--- src/rtl/uart_rx_core_if.sv ---
// Receive-byte stream from the UART RX core toward the register block.
// master = byte producer (uart_rx_core), slave = consumer.
interface uart_rx_core_if #(
  parameter int DATA_BITS = 8
) ();
  logic [DATA_BITS-1:0] rx_data;
  logic                 rx_valid;
  logic                 rx_ready;

  modport master (output rx_data, output rx_valid, input rx_ready);
  modport slave  (input rx_data, input rx_valid, output rx_ready);
endinterface

--- src/rtl/uart_rx_core.sv ---
// UART receive core: 2-flop RX synchronizer, 16x baud tick oversampling,
// start/data/[parity]/stop deframing, small receive FIFO on a valid/ready port.
// Optional feature macro: UART_RX_PARITY_EN (parity state and checker built;
// without it parity_en/parity_odd are ignored and parity_err stays 0).
module uart_rx_core #(
  parameter int DATA_BITS  = 8,
  parameter int OVERSAMPLE = 16,
  parameter int FIFO_DEPTH = 4,
  parameter int DIV_W      = 16
) (
  input  logic                PCLK,
  input  logic                PRESET,
  input  logic                RX,
  input  logic [DIV_W-1:0]    baud_div,
  input  logic                parity_en,
  input  logic                parity_odd,
  uart_rx_core_if.master      rxq,
  output logic                frame_err,
  output logic                parity_err,
  output logic                overrun,
  output logic                busy
);

  localparam int TW = $clog2(OVERSAMPLE);
  localparam int BW = $clog2(DATA_BITS + 1);
  localparam int AW = $clog2(FIFO_DEPTH);

`ifdef UART_RX_PARITY_EN
  typedef enum logic [2:0] {IDLE, START, DATA, PARITY, STOP} state_t;
`else
  typedef enum logic [2:0] {IDLE, START, DATA, STOP} state_t;
`endif

  state_t               state, state_n;
  logic                 rx_m, rx_s;
  logic [DIV_W-1:0]     div_cnt;
  logic                 tick;
  logic [TW-1:0]        tcnt, tcnt_n;
  logic [BW-1:0]        bcnt, bcnt_n;
  logic [DATA_BITS-1:0] shreg, shreg_n;
  logic                 start_det, stop_done, half_due, bit_due;
  logic                 push_req, push_ok, pop, full, empty;
  logic [AW:0]          wr_ptr, rd_ptr;
  logic [DATA_BITS-1:0] mem [FIFO_DEPTH];
`ifdef UART_RX_PARITY_EN
  logic                 par_bad, par_bad_n;
`else
  logic                 unused_par;
  assign unused_par = parity_en ^ parity_odd;
`endif

  // Two-flop synchronizer for the asynchronous RX pin; idles high.
  always_ff @(posedge PCLK) begin
    if (PRESET) begin
      rx_m <= 1'b1;
      rx_s <= 1'b1;
    end else begin
      rx_m <= RX;
      rx_s <= rx_m;
    end
  end

  // Baud tick down-counter; reloaded on start detect so ticks align to the start edge.
  always_ff @(posedge PCLK) begin
    if (PRESET)                div_cnt <= '0;
    else if (start_det || tick) div_cnt <= baud_div;
    else                       div_cnt <= div_cnt - 1'b1;
  end
  assign tick = (div_cnt == '0);

  assign half_due = tick && (tcnt == TW'(OVERSAMPLE/2 - 1));
  assign bit_due  = tick && (tcnt == TW'(OVERSAMPLE - 1));
  assign busy     = (state != IDLE);

  // FSM and deframing datapath registers.
  always_ff @(posedge PCLK) begin
    if (PRESET) begin
      state   <= IDLE;
      tcnt    <= '0;
      bcnt    <= '0;
      shreg   <= '0;
`ifdef UART_RX_PARITY_EN
      par_bad <= 1'b0;
`endif
    end else begin
      state   <= state_n;
      tcnt    <= tcnt_n;
      bcnt    <= bcnt_n;
      shreg   <= shreg_n;
`ifdef UART_RX_PARITY_EN
      par_bad <= par_bad_n;
`endif
    end
  end

  // Next-state logic: tcnt counts ticks within a bit, bcnt counts data bits.
  always_comb begin
    state_n   = state;
    tcnt_n    = tcnt;
    bcnt_n    = bcnt;
    shreg_n   = shreg;
    start_det = 1'b0;
    stop_done = 1'b0;
`ifdef UART_RX_PARITY_EN
    par_bad_n = par_bad;
`endif
    case (state)
      IDLE: begin
        if (!rx_s) begin
          state_n   = START;
          tcnt_n    = '0;
          start_det = 1'b1;
`ifdef UART_RX_PARITY_EN
          par_bad_n = 1'b0;
`endif
        end
      end
      START: begin
        if (half_due) begin
          // A start bit that is high again at mid-bit was a glitch.
          tcnt_n  = '0;
          bcnt_n  = '0;
          state_n = rx_s ? IDLE : DATA;
        end else if (tick) begin
          tcnt_n = tcnt + 1'b1;
        end
      end
      DATA: begin
        if (bit_due) begin
          tcnt_n  = '0;
          shreg_n = {rx_s, shreg[DATA_BITS-1:1]};
          bcnt_n  = bcnt + 1'b1;
          if (bcnt == BW'(DATA_BITS - 1)) begin
`ifdef UART_RX_PARITY_EN
            state_n = parity_en ? PARITY : STOP;
`else
            state_n = STOP;
`endif
          end
        end else if (tick) begin
          tcnt_n = tcnt + 1'b1;
        end
      end
`ifdef UART_RX_PARITY_EN
      PARITY: begin
        if (bit_due) begin
          tcnt_n    = '0;
          par_bad_n = rx_s ^ (^shreg) ^ parity_odd;
          state_n   = STOP;
        end else if (tick) begin
          tcnt_n = tcnt + 1'b1;
        end
      end
`endif
      STOP: begin
        // Leave at mid-stop so a following start edge is not missed.
        if (bit_due) begin
          tcnt_n    = '0;
          stop_done = 1'b1;
          state_n   = IDLE;
        end else if (tick) begin
          tcnt_n = tcnt + 1'b1;
        end
      end
      default: state_n = IDLE;
    endcase
  end

  // FIFO control: a pop frees a slot on the same edge, so push-while-full succeeds with a pop.
  assign empty    = (wr_ptr == rd_ptr);
  assign full     = (wr_ptr[AW] != rd_ptr[AW]) && (wr_ptr[AW-1:0] == rd_ptr[AW-1:0]);
  assign pop      = rxq.rx_valid && rxq.rx_ready;
`ifdef UART_RX_PARITY_EN
  assign push_req = stop_done && rx_s && !par_bad;
`else
  assign push_req = stop_done && rx_s;
`endif
  assign push_ok  = push_req && (!full || pop);

  assign rxq.rx_valid = !empty;
  assign rxq.rx_data  = empty ? '0 : mem[rd_ptr[AW-1:0]];

  // FIFO storage; contents are don't-care until written.
  always_ff @(posedge PCLK) begin
    if (push_ok) mem[wr_ptr[AW-1:0]] <= shreg;
  end

  // FIFO pointers and one-cycle status pulses.
  always_ff @(posedge PCLK) begin
    if (PRESET) begin
      wr_ptr     <= '0;
      rd_ptr     <= '0;
      frame_err  <= 1'b0;
      parity_err <= 1'b0;
      overrun    <= 1'b0;
    end else begin
      if (push_ok) wr_ptr <= wr_ptr + 1'b1;
      if (pop)     rd_ptr <= rd_ptr + 1'b1;
      frame_err  <= stop_done && !rx_s;
`ifdef UART_RX_PARITY_EN
      parity_err <= stop_done && par_bad;
`else
      parity_err <= 1'b0;
`endif
      overrun    <= push_req && full && !pop;
    end
  end

endmodule

--- src/flat_wrapper.sv ---
// flat-port wrapper written by rule: the top's interface ports become plain ports
module uart_rx_core_flat 
#(
  parameter int DATA_BITS  = 8,
  parameter int OVERSAMPLE = 16,
  parameter int FIFO_DEPTH = 4,
  parameter int DIV_W      = 16
)
  (PCLK, PRESET, RX, baud_div, parity_en, parity_odd, frame_err, parity_err, overrun, busy, rxq_rx_data, rxq_rx_valid, rxq_rx_ready);
  uart_rx_core_if #(.DATA_BITS(DATA_BITS)) rxq_i ();
  input  logic PCLK;
  input  logic PRESET;
  input  logic RX;
  input  logic [DIV_W-1:0] baud_div;
  input  logic parity_en;
  input  logic parity_odd;
  output logic frame_err;
  output logic parity_err;
  output logic overrun;
  output logic busy;
  output wire logic [$bits(rxq_i.rx_data)-1:0] rxq_rx_data;
  output wire logic [$bits(rxq_i.rx_valid)-1:0] rxq_rx_valid;
  input wire logic [$bits(rxq_i.rx_ready)-1:0] rxq_rx_ready;
  assign rxq_rx_data = rxq_i.rx_data;
  assign rxq_rx_valid = rxq_i.rx_valid;
  assign rxq_i.rx_ready = rxq_rx_ready;
  uart_rx_core #(.DATA_BITS(DATA_BITS), .OVERSAMPLE(OVERSAMPLE), .FIFO_DEPTH(FIFO_DEPTH), .DIV_W(DIV_W)) u_core (.PCLK(PCLK), .PRESET(PRESET), .RX(RX), .baud_div(baud_div), .parity_en(parity_en), .parity_odd(parity_odd), .rxq(rxq_i), .frame_err(frame_err), .parity_err(parity_err), .overrun(overrun), .busy(busy));
endmodule
--- config.mk ---
export PLATFORM = sky130hd
export DESIGN_NAME = uart_rx_core_flat
export DESIGN_NICKNAME = d
export VERILOG_FILES = /design/src/rtl/uart_rx_core_if.sv /design/src/rtl/uart_rx_core.sv /design/src/flat_wrapper.sv
export SDC_FILE = /design/constraint.sdc
export NUM_CORES = 1
export LEC_CHECK = 0
export BUFFER_PORTS_ARGS = -buffer_cell sky130_fd_sc_hd__clkbuf_2
export CAP_MARGIN = 20
export CORE_ASPECT_RATIO = 0.8
export CORE_UTILIZATION = 25
export DETAILED_ROUTE_END_ITERATION = 8
export HOLD_SLACK_MARGIN = 0.06
export SYNTH_ARGS = -nofsm -noshare
export SYNTH_HDL_FRONTEND = slang
export SYNTH_SLANG_ARGS = --single-unit
--- constraint.sdc ---
create_clock -name PCLK -period 2.4 [get_ports PCLK]
set_input_delay 0.12 -clock PCLK [delete_from_list [all_inputs] [get_ports PCLK]]
set_output_delay 0.12 -clock PCLK [all_outputs]
set_load 0.02 [all_outputs]
After elaboration in Yosys (flattened, before gate mapping)
Memory sizes are Yosys's and may differ from the RTL's. A register that Yosys moved wholly into a read port is not among the register bits.
Cells that the tools add are included.
- add/sub/neg operators: 5
- eq/ne operators: 14
- mux-type cells: 25
- reductions and logical operators: 25
- operators with widths (cell ; count):
    4-bit 2-to-1 mux ; 6
    16-bit logical NOT ; 1
    16-bit 2-to-1 mux ; 1
    16-bit by 1-bit subtractor with 16-bit output (second input constant) ; 1
    3-bit 2-to-1 mux ; 5
    3-bit case mux with 4 select lines ; 1
    4-bit case mux with 3 select lines ; 1
    1-bit logical AND ; 9
    4-bit by 1-bit adder with 4-bit output (second input constant) ; 2
    4-bit by 3-bit == test with 1-bit output (second input constant) ; 2
    8-bit 2-to-1 mux ; 1
    2-bit by 1-bit != test with 1-bit output (second input constant) ; 4
    4-bit case mux with 2 select lines ; 1
    3-bit by 1-bit adder with 3-bit output (second input constant) ; 2
    3-bit by 2-bit == test with 1-bit output (second input constant) ; 2
    1-bit 2-to-1 mux ; 6
    2-bit 2-to-1 mux ; 3
    3-bit nonzero test ; 2
    5-bit AND reduction ; 1
    4-bit == test (second input constant) ; 1
    1-bit logical NOT ; 4
    2-bit AND reduction ; 2
    3-bit by 1-bit == test with 1-bit output (second input constant) ; 1
    3-bit == test ; 1
    other kinds (8) ; 9
- register bits: 45
- bits in writable memories: 32
- output and inout port bits: 13
- word-level logic and storage cells: 81
- memories kept: 1
- memories (memory ; words ; width ; read ports ; clocked after Yosys merged registers in ; write ports ; line ; source):
    u_core.mem ; 4 ; 8 ; 1 ; 1 ; 1 ; uart_rx_core.sv:44 ; logic [DATA_BITS-1:0] mem [FIFO_DEPTH];

Longest topological paths before layout
- depth in word-level cells: 8
- gate-level depth with buffers: 8
- depth with buffers taken out: 7

Least setup slack after synthesis
No wires, ideal clock.
- path type: reg-to-reg
- from: register u_core.div_cnt[0]
- to: memory u_core.mem[3][0], enable pin
- library setup time: 0.383 ns
- arrival: 1.739 ns
- data required time: 2.017 ns
- setup slack: 0.278 ns
- cell stages (with the launch flop): 6
- path buffers: 0
- cell sequence: dfxtp_1 -> inv_1 -> ha_1 -> nor4b_4 -> nand4_1 -> nor4_2
- cells in the longest elaborated chain, start to end: 8
- RTL lines (element ; line ; source):
    start, declared ; uart_rx_core.sv:36 ; logic [DIV_W-1:0] div_cnt;
    start signal, assigned ; uart_rx_core.sv:66 ; else if (start_det || tick) div_cnt <= baud_div;
    start signal, assigned ; uart_rx_core.sv:67 ; else div_cnt <= div_cnt - 1'b1;
    16-bit logical NOT ; uart_rx_core.sv:69 ; assign tick = (div_cnt == '0);
    1-bit logical AND ; uart_rx_core.sv:72 ; assign bit_due = tick && (tcnt == TW'(OVERSAMPLE - 1));
    1-bit 2-to-1 mux ; uart_rx_core.sv:157 ; if (bit_due) begin
    1-bit 2-to-1 mux ; uart_rx_core.sv:107 ; case (state)
    1-bit logical AND ; uart_rx_core.sv:176 ; assign push_req = stop_done && rx_s;
    1-bit logical AND ; uart_rx_core.sv:178 ; assign push_ok = push_req && (!full || pop);
    1-bit 2-to-1 mux ; uart_rx_core.sv:185 ; if (push_ok) mem[wr_ptr[AW-1:0]] <= shreg;
    1-bit 2-to-1 mux (implied by the code) ; uart_rx_core.sv:185 ;
    end, declared ; uart_rx_core.sv:44 ;
No other way between the ends.

Worst setup path after layout
- from: register u_core.div_cnt[4]
- to: register u_core.shreg[3]
- cells in the longest elaborated chain, start to end: 3
- RTL lines (element ; line ; source):
    16-bit logical NOT ; uart_rx_core.sv:69 ;
    1-bit logical AND ; uart_rx_core.sv:72 ;
    2-bit AND reduction (no source line) ; -- ;
    end signal, assigned ; uart_rx_core.sv:89 ; shreg <= shreg_n;
    end, declared ; uart_rx_core.sv:40 ; logic [DATA_BITS-1:0] shreg, shreg_n;
No other way between the ends.
A chain may end at the register's enable or synchronous reset.

==> reports/metrics.yaml <==
run_status:
  status: "finished clean"
finish:
  drive_gt1_share_pct: 21.8
  design_area_um2: 4480
  n_antenna_cell: 0
  fin_util_pct: 31.2
  nets: 413
  syn_to_final_growth_pct: 21.4
synth:
  synth_top_area_share_pct: 26.0
  synth_enable_flop_cells: 32
  synth_seq_area_share_pct: 50.9
  yosysWarnings: 0
  synth.avg_cell_area_um2: 11.2
  ys_types: 60
  post-synth-top-count-cell: "dfxtp_1"
  yosys.area.top_type: "edfxtp_1"
  synthArstFlopShare_pct: 0
  ys_seq_elements: 78
  synthesis.nets: 367
  synthCells: 330
  yosys_most_used_dff: "dfxtp_1"
  synth_common_cells: "46 x dfxtp_1, 42 x nor2_1, 32 x edfxtp_1"
  syn-cell-area_um2: 3690
  ys_top_cells_by_area: "edfxtp_1 26%, dfxtp_1 25%, ha_1 5.1%, mux4_2 4.9%, nor2_1 4.3%"
critical_path:
  end_kind: "flip-flop"
  crit_type: "reg -> reg"
  worst-endpoint-arrival_ns: 2.41
  rr_worst_depth: 5
  crit_required_ns: 2.59
  cp_max_fo: 8
  start_kind: "flip-flop"
clock_network:
  cts.sinks: 78
  post_cts_resized: 0
  htree_num_levels: 3
  clock_latency_ns: 0.34
  clk_path_buf_depth: 2
  cts_buffers: 9
  clk_pin_slew_worst_paths_ns: 0.06
  tritoncts: "done"
  clock-root-buffer: "clkbuf_16"
global_routing:
  grt_start_max_net_pins: 31
  grt_pass1_wl_um: 12500
  antenna_found_initial: 0
  grt_usage_pct: 10.5
  grt_pass1_vias: 2554
  grt_remaining_overflow: 0
timing:
  setup_viol: 0
  worst_pin_slew_ns: 0.632
  final.min_clock_period_ns: 2.22
  fin_setup_tns_ns: 0
  slew_headroom_pct: 57.9
  slew_viol_final: 0
  rsz0062_at_grt: "false"
  fin_worst_skew_ns: 0.00918
  fmax_mhz: 451
  setup_slack_ns: 0.181
  min_period_over_period_pct: 92.5
  hold_viol_final: 0
power:
  ir_worst_vdd_mv: 0.333
  clkPwrFrac_pct: 33.3
  p_seq_share_pct: 41.3
  p_leak_uw: 0.00169
  switchingPower_uw: 1280
  power.density_nw_per_um2: 879
  p_total_uw: 3940
  switching_share_pct: 32.6
  pwr-share-comb_pct: 25.5
  internal_power_uw: 2660
routing:
  vias: 2660
  wl_per_cell_um: 13.5
  drt-total-wl_um: 7620
  drt.antenna.violating_nets: 0
  route.detailed.drc: 0
  dr.pass1.iters: 4
  drt_iter0_drc: 192
  viasPerCell: 4.71
floorplan:
  pin_count: 35
  die_x_um: 138
  initial_core_util_pct: 25.7
  dieArea_um2: 15300
  die_h_um: 111
  row_count: 39
  core_um2: 14300
placed_design:
  place.gp.congestion: 0.835
  hpwl_um: 5260
  pre_cts_ws_ns: 0.0716
  placed_cell_area_um2: 4090
  port_buffers: 31
worst_hold_path:
  hold_depth: 3
  hold_class: "in -> reg"
job:
  maxCapViolations: 0
## power by group through the flow
stage / combinational, uW / clock [uW] / sequential (uW)
after floorplan: 764 / 0 / 1620
after global placement: 955 / 0 / 1650
after detailed placement: 969 / 0 / 1650
after CTS: 989 / 1330 / 1620
after global routing: 1120 / 1390 / 1640
final: 1000 / 1310 / 1630
## cells in the final DEF, fill, tap and decap left out, drive strengths merged, types with 4 or more instances in the layout
cell type / instances
xor2: 10
or2: 4
nor3: 7
and2: 12
nand4: 5
inv: 17
a211oi: 15
dlygate4sd3: 9
nand3b: 4
buf: 11
ha: 15
a21oi: 9
clkbuf: 40
edfxtp: 32
xnor2: 9
mux4: 8
nor2: 43
nand3: 7
dfxtp: 46
o21ai: 5
mux2i: 11
nor4: 7
nand2: 12
## state kept, by name (all words and copies together), names as in the netlist, 2 cells and up, named ones only
name	count
u_core.rd_ptr	3
u_core.tcnt	4
u_core.state	2
u_core.shreg	8
u_core.mem	32
u_core.div_cnt	16
u_core.wr_ptr	3
u_core.bcnt	4
## metrics by stage
step                      hold slack [ns]  instances
after floorplan                     0.224        330
after global placement              0.314        539
after detailed placement            0.321        539
after CTS                          0.0602        564
after global routing               0.0674        565
final                              0.0598        565
## metal layers
metal / routed length, um / GRT usage, % / up-vias
met5: 0 / 0 / -
met4: 137 / 4.49 / 0
met3: 354 / 2.42 / 11
met2: 3520 / 16.3 / 70
met1: 3610 / 13.9 / 1287
li1: - / - / 1292
## worst max-delay path, cell delays in order (launching register included)
cell	delay, ns
dfxtp_1	0.37
nor4_2	0.50
nand4_1	0.25
or3_1	0.64
mux2i_1	0.26
nor2_1	0.06
## cell type report
type / instances / area [um^2]
Sequential cell: 78 / 1880
Clock inverter: 7 / 63.8
Multi-Input combinational cell: 223 / 1690
Timing Repair Buffer: 51 / 344
Clock buffer: 9 / 225
Tap cell: 184 / 230
Fill cell: 1487 / 9860
Inverter: 13 / 48.8
## kinds of logic (layout without fill, tap and decap cells)
kind of cell | after synthesis | in the layout | share of synthesized area, %
AOI/OAI and AO/OA | 46 | 46 | 8.94
DFF | 78 | 78 | 50.9
other | 1 | 1 | 0.102
and+or+nand+nor | 122 | 122 | 18.8
buffers and inverters | 29 | 80 | 3.42
muxes | 20 | 20 | 8.16
xor gates and xnor gates | 19 | 19 | 4.51
adders and majority gates | 15 | 15 | 5.08
## final timing paths
path | from | end | slack, ns
min reg2reg | u_core.rx_m | u_core.rx_s | 0.41
min | baud_div[1] | u_core.div_cnt[1] | 0.06
max | u_core.div_cnt[4] | u_core.shreg[3] | 0.18
max reg2reg | u_core.div_cnt[4] | u_core.shreg[3] | 0.18
## timing repair
action                                 in CTS  in global routing
buffers inserted                            0                  0
hold buffers                                9                  0
endpoints found under the hold margin       9                  0
(Power assumes the default switching activity.)
